[src/rtl/ahb_arb_pkg.sv]
// Shared encodings for the two-master AHB arbiter: HTRANS codes, master IDs
// and the one-hot grant state.
package ahb_arb_pkg;

    localparam logic [1:0] IDLE   = 2'b00;
    localparam logic [1:0] BUSY   = 2'b01;
    localparam logic [1:0] NONSEQ = 2'b10;
    localparam logic [1:0] SEQ    = 2'b11;

    localparam int MST_NONE = 0;
    localparam int MST_M1   = 1;
    localparam int MST_M2   = 2;

    typedef enum logic [1:0] {
        GNT_M1 = 2'b01,
        GNT_M2 = 2'b10
    } gnt_state_t;

    // A data phase follows only NONSEQ and SEQ address phases.
    function automatic logic is_xfer(input logic [1:0] htrans);
        return (htrans == NONSEQ) || (htrans == SEQ);
    endfunction

endpackage

[src/rtl/ahb_bus_arbiter.sv]
// Two-master AHB arbiter (M1 = instruction fetch / park master, M2 = data).
// Define ARB_FAIR_EN to stop M2 from starving M1 after FAIR_LIMIT transfers.
module ahb_bus_arbiter
    import ahb_arb_pkg::*;
#(
    parameter int FAIR_LIMIT = 4,
    parameter int MASTER_W   = 4
) (
    input  logic                clk,
    input  logic                rst,
    input  logic                HBUSREQ_M1,
    input  logic                HBUSREQ_M2,
    input  logic                HLOCK_M1,
    input  logic                HLOCK_M2,
    input  logic [1:0]          HTRANS,
    input  logic                HREADY,
    output logic                HGRANT_M1,
    output logic                HGRANT_M2,
    output logic [MASTER_W-1:0] HMASTER,
    output logic [MASTER_W-1:0] HMASTER_D,
    output logic                HMASTLOCK
);

    gnt_state_t          gnt_q;
    gnt_state_t          gnt_d;
    logic                owner_lock;
    logic                rearb;
    logic                fair_win;
    logic [MASTER_W-1:0] gnt_id;

    assign owner_lock = (gnt_q == GNT_M2) ? HLOCK_M2 : HLOCK_M1;
    assign gnt_id     = (gnt_q == GNT_M2) ? MASTER_W'(MST_M2) : MASTER_W'(MST_M1);

    // Never re-arbitrate in the middle of a burst or a locked sequence.
    assign rearb = HREADY && !owner_lock && (HTRANS != SEQ) && (HTRANS != BUSY);

`ifdef ARB_FAIR_EN
    localparam int CNT_W = (FAIR_LIMIT > 0) ? $clog2(FAIR_LIMIT + 1) : 1;

    logic [CNT_W-1:0] fair_cnt;

    function automatic logic [CNT_W-1:0] sat_inc(input logic [CNT_W-1:0] v);
        return (v >= CNT_W'(FAIR_LIMIT)) ? v : v + 1'b1;
    endfunction

    assign fair_win = rearb && HBUSREQ_M1 && (fair_cnt >= CNT_W'(FAIR_LIMIT));

    // Counts M2 transfers issued while M1 sits waiting.
    always_ff @(posedge clk) begin
        if (rst) begin
            fair_cnt <= '0;
        end else if (HREADY) begin
            if (!HBUSREQ_M1 || (gnt_q == GNT_M1) || fair_win)
                fair_cnt <= '0;
            else if ((HMASTER == MASTER_W'(MST_M2)) && is_xfer(HTRANS))
                fair_cnt <= sat_inc(fair_cnt);
        end
    end
`else
    logic unused_fair_limit;

    assign fair_win          = 1'b0;
    assign unused_fair_limit = (FAIR_LIMIT != 0);
`endif

    always_ff @(posedge clk) begin
        if (rst)
            gnt_q <= GNT_M1;
        else
            gnt_q <= gnt_d;
    end

    always_comb begin
        gnt_d = gnt_q;
        if (rearb) begin
            if (fair_win)
                gnt_d = GNT_M1;
            else if (HBUSREQ_M2)
                gnt_d = GNT_M2;
            else
                gnt_d = GNT_M1;
        end
    end

    assign HGRANT_M1 = (gnt_q == GNT_M1);
    assign HGRANT_M2 = (gnt_q == GNT_M2);

    // Address-phase owner follows the grant; data-phase owner trails by one
    // accepted address phase.
    always_ff @(posedge clk) begin
        if (rst) begin
            HMASTER   <= MASTER_W'(MST_M1);
            HMASTER_D <= MASTER_W'(MST_NONE);
            HMASTLOCK <= 1'b0;
        end else if (HREADY) begin
            HMASTER   <= gnt_id;
            HMASTLOCK <= owner_lock;
            HMASTER_D <= is_xfer(HTRANS) ? HMASTER : MASTER_W'(MST_NONE);
        end
    end

endmodule
[config.mk]
export PLATFORM = sky130hd
export DESIGN_NAME = ahb_bus_arbiter
export DESIGN_NICKNAME = d
export VERILOG_FILES = /design/src/rtl/ahb_arb_pkg.sv /design/src/rtl/ahb_bus_arbiter.sv
export SDC_FILE = /design/constraint.sdc
export NUM_CORES = 1
export LEC_CHECK = 0
export ABC_CLOCK_PERIOD_IN_PS = 1750
export BUFFER_PORTS_ARGS = -buffer_cell sky130_fd_sc_hd__buf_2
export CAP_MARGIN = 40
export CORE_AREA = 5 5 42 44
export DETAILED_ROUTE_END_ITERATION = 10
export DIE_AREA = 0 0 47 49
export PLACE_DENSITY_LB_ADDON = 0.1
export SLEW_MARGIN = 5
export SYNTH_ARGS = -nofsm -noshare
export SYNTH_HDL_FRONTEND = slang
export SYNTH_SLANG_ARGS = --single-unit
[constraint.sdc]
create_clock -name clk -period 1.75 [get_ports clk]
set_input_delay 0 -clock clk [delete_from_list [all_inputs] [get_ports clk]]
set_output_delay 0 -clock clk [all_outputs]
set_load 0.05 [all_outputs]
# Word-level counts from Yosys, hierarchy flattened
# Cells that the tools add are included.
[totals] elab_cells=19 mem_bits_rw=0 output_inout_bits=11 regBits=11 input_bits=9 latchBits=0 romBits=0 mem_count=0
[classes] muxes=4 n_mul=0 eq_ne=6 reduce_logical=5 bitwise_logic=0 magnitude_cmp=0 add_sub_neg=0 shift=0 div=0
[ops] cell="2-bit equality test (second input constant)" count=3
[ops] cell="2-bit two-way mux" count=2
[ops] cell="4-bit two-way mux" count=1
[ops] cell="1-bit logical AND" count=3
[ops] cell="2-bit by 1-bit equality test with 1-bit output (second input constant)" count=1
[ops] cell="2-bit by 1-bit inequality test with 1-bit output (second input constant)" count=1
[ops] cell="2-bit inequality test (second input constant)" count=1
[ops] cell="1-bit zero test" count=1
[ops] cell="1-bit logical OR" count=1
[ops] cell="1-bit two-way mux" count=1

# Longest topological paths before layout
[depth] word_depth=6 ltp_mapped=3 mapped_depth_nobuf=3

# Worst setup path before layout
# No wires, ideal clock.
[synth_timing] path_kind="flip-flop to flip-flop" startpoint="register gnt_q[0]" endpoint="register gnt_q[1]" synth_period_minus_slack_ns=1.352 setup_time_ns=0.121 path_buffers=0 arrival_ns=1.230 required_time_ns=1.629 stages_incl_launch_ff=4 slack_ns=0.398 cell_sequence="dfxtp_1 -> and3b_4 -> a2111oi_4 -> mux2_4"
[synth_via] elab_chain_len=6
[synth_rtl] element="start, declared" line_no="ahb_bus_arbiter.sv:24" source="gnt_state_t gnt_q;"
[synth_rtl] element="start signal, assigned" line_no="ahb_bus_arbiter.sv:70" source="gnt_q <= gnt_d;"
[synth_rtl] element="2-bit equality test" line_no="ahb_bus_arbiter.sv:31" source="assign owner_lock = (gnt_q == GNT_M2) ? HLOCK_M2 : HLOCK_M1;"
[synth_rtl] element="1-bit two-way mux" line_no="ahb_bus_arbiter.sv:31"
[synth_rtl] element="1-bit zero test" line_no="ahb_bus_arbiter.sv:35" source="assign rearb = HREADY && !owner_lock && (HTRANS != SEQ) && (HTRANS != BUSY);"
[synth_rtl] element="1-bit logical AND (3 in series)" line_no="ahb_bus_arbiter.sv:35"
# No other way between the ends.
# A chain may end at the register's enable or synchronous reset.

# Worst setup path after layout
# Same ends and word-level chain as after synthesis.

==> out/results.txt <==
Status - finished, final reports clean
Int Pwr - 0.269 mW
Netlist cell types - 19
Total clock sinks - 7
Critical Path RT - 1.89 ns
Metal-1 WL - 282 µm
Initial Utilization - 24.9%
Post-CTS resize count - 0
Post-CTS setup buffer count - 0
Port Buffer Count - 14
Hold Path End - HMASTER_D[1]
Post-Syn Instances - 37
Crit Path Class - reg2reg
Worst R2R Start - gnt_q[0]
Core Region - 1400 µm²
Initial antenna violation count - 0
Syn Std Cell Area - 349 µm²
Peak VDD IR - 0.421 mV
WL met2 - 323 µm
Setup_tns - 0 ns
Fill cells - 164
Area of combinational cells with multiple inputs - 183 µm²
Final wirelength - 697 µm
Number of H-tree levels - 1
Clock buffer count from CTS - 3
Comb pwr share - 17.9%
Largest net degree at the start of global routing - 9
Number of antenna repair diodes - 0
Max Transition Viols Final - 0
Register share of total power - 44.0%
Via/cell ratio - 4.14
Num rows - 14
Leak - 0.200 nW
Die Area - 2300 µm²
IO Count - 20
Final Non-Filler Cells - 70
Final Hold Violating Endpoints - 0
Max-Cap Viols - 0
Period Utilization, post-route - 80.8%
Crit path launch type - flop
Die width - 47 µm
Net Sw Frac - 29.4%
RSZ-0062 raised after global routing - no
Layout cells sized above 1 - 38.9%
Setup Skew - 0.00774 ns
CTS Buffer Depth - 2
Synthesized area per cell - 9.43 µm²
Die Height - 49 µm
Initial DRC Count - 2
Pwr Density - 852 nW/µm²
Final setup vio count - 0
Final min period - 1.41 ns
Worst hold path class - in2reg
Seq/Total Area, Yosys - 40.1%
Met3 WL - 84 µm
DRC - 0
Pre-Repair DR Iteration Count - 3
Flops & latches, synth - 7
Top Metal Used - met4
R2r worst-path depth - 3
Worst R2R Setup Slack - 0.34 ns
GPL Wtd Cong - 0.585
Routed via count - 290
Most frequent cells in the layout - buf_2 (14), dfxtp_1 (7), conb_1 (4)
HP Start - rst
Ys Warns - 0
Clock Root Buffer - clkbuf_4
Commonest non-fill, non-tap cell in the layout - buf_2
NetSw - 0.112 mW
Worst Path Arrival - 1.56 ns
First-pass GRT wire length - 1.24 mm
Peak Freq - 707 MHz
Reg-to-reg endpoint - gnt_q[1]
Vias in the first global route - 266
Hold-fix buffers, CTS - 0
CTS tree - yes
GRT overflow - 0
P&R area growth vs syn - 28.0%
Final ANT Viol Nets - 0
Placed cell count - 66
Clock Latency Late Sink - 0.25 ns
Hold path cells - 2
GRT Util Overall - 7.62%
Routed WL per cell - 9.96 µm
Seq. cell area - 140 µm²
Number of nets in the final layout - 64
Clock transition at path regs - 0.06 ns
Element type at the critical path end - flop
Clock power share - 38.1%
Max FO, Critical Path - 5
[critical path, stage by stage, from the launching register on]
cell       delay (ns)
dfxtp_1          0.37
and3b_4          0.23
a2111oi_4        0.38
mux2_4           0.33
[sequential cells by signal (all words and copies together), names as in the netlist]
| signal | cells |
|---|---|
| HMASTER | 2 |
| HMASTER_D | 2 |
| gnt_q | 2 |
| HMASTLOCK | 1 |
[through the flow]
step	worst slack (ns)	util (%)	area, µm²	power [mW]	hold slack (ns)
after floorplan	0.398	-	360	0.227	0.0691
after global placement	0.308	30.0	420	0.240	0.277
after detailed placement	0.308	30.0	420	0.240	0.287
after CTS	0.320	31.9	447	0.392	0.0111
after global routing	0.245	31.9	447	0.408	0.0298
final	0.336	31.9	447	0.381	0.0116
[power by group through the flow]
| stage | sequential, mW | combinational [mW] | clock (mW) |
|---|---|---|---|
| 2_1_floorplan | 0.181 | 0.0459 | 0 |
| 3_3_place_gp | 0.171 | 0.0686 | 0 |
| 3_5_place_dp | 0.171 | 0.0691 | 0 |
| 4_1_cts | 0.167 | 0.0691 | 0.155 |
| 5_1_grt | 0.168 | 0.0740 | 0.167 |
| 6_report | 0.167 | 0.0682 | 0.145 |
[layout make-up]
type	instances	share of cell area (%)
Multi-Input combinational cell	27	40.9
Sequential cell	7	31.4
Timing Repair Buffer	14	15.7
Clock buffer	4	5.88
Tap cell	16	4.48
Inverter	2	1.68
[cell usage after synthesis]
master	count	share of area, %
a2111oi_4	1	7.9
a211oi_1	1	2.2
a21oi_1	3	4.3
and3b_4	1	3.6
buf_4	4	8.6
conb_1	1	1.1
dfxtp_1	7	40
inv_1	2	2.2
mux2_4	1	4.3
mux2i_1	1	2.9
nand2_1	3	3.2
nand2b_1	1	1.8
nand2b_2	1	2.5
nand3_1	2	2.9
nand3b_1	1	2.2
nor2_1	2	2.2
nor2b_1	3	5.4
nor3_1	1	1.4
o21ai_0	1	1.4
[layer usage]
metal | track usage [%] | vias to the layer above
li1 | - | 150
met1 | 9.96 | 126
met2 | 9.28 | 12
met3 | 5.90 | 2
met4 | 2.76 | 0
met5 | 0 | -
[kinds of logic (layout without fill, tap and decap cells)]
family | Yosys count | in the layout | synth area share (%)
simple gates | 15 | 15 | 25.1
flops | 7 | 7 | 40.1
compound gates | 6 | 6 | 15.8
buf+inv | 6 | 20 | 10.8
mux | 2 | 2 | 7.17
other cells | 1 | 4 | 1.07
[worst max-delay path by stage]
stage | start | end | slack [ns] | cells past startpoint
floorplan | gnt_q[0] | gnt_q[1] | 0.40 | 3
global placement | gnt_q[0] | gnt_q[1] | 0.31 | 3
detailed placement | gnt_q[0] | gnt_q[1] | 0.31 | 3
CTS | gnt_q[0] | gnt_q[1] | 0.32 | 3
global route | gnt_q[0] | gnt_q[1] | 0.25 | 3
finish | gnt_q[0] | gnt_q[1] | 0.34 | 3
Power figures use the tool's default switching activity.
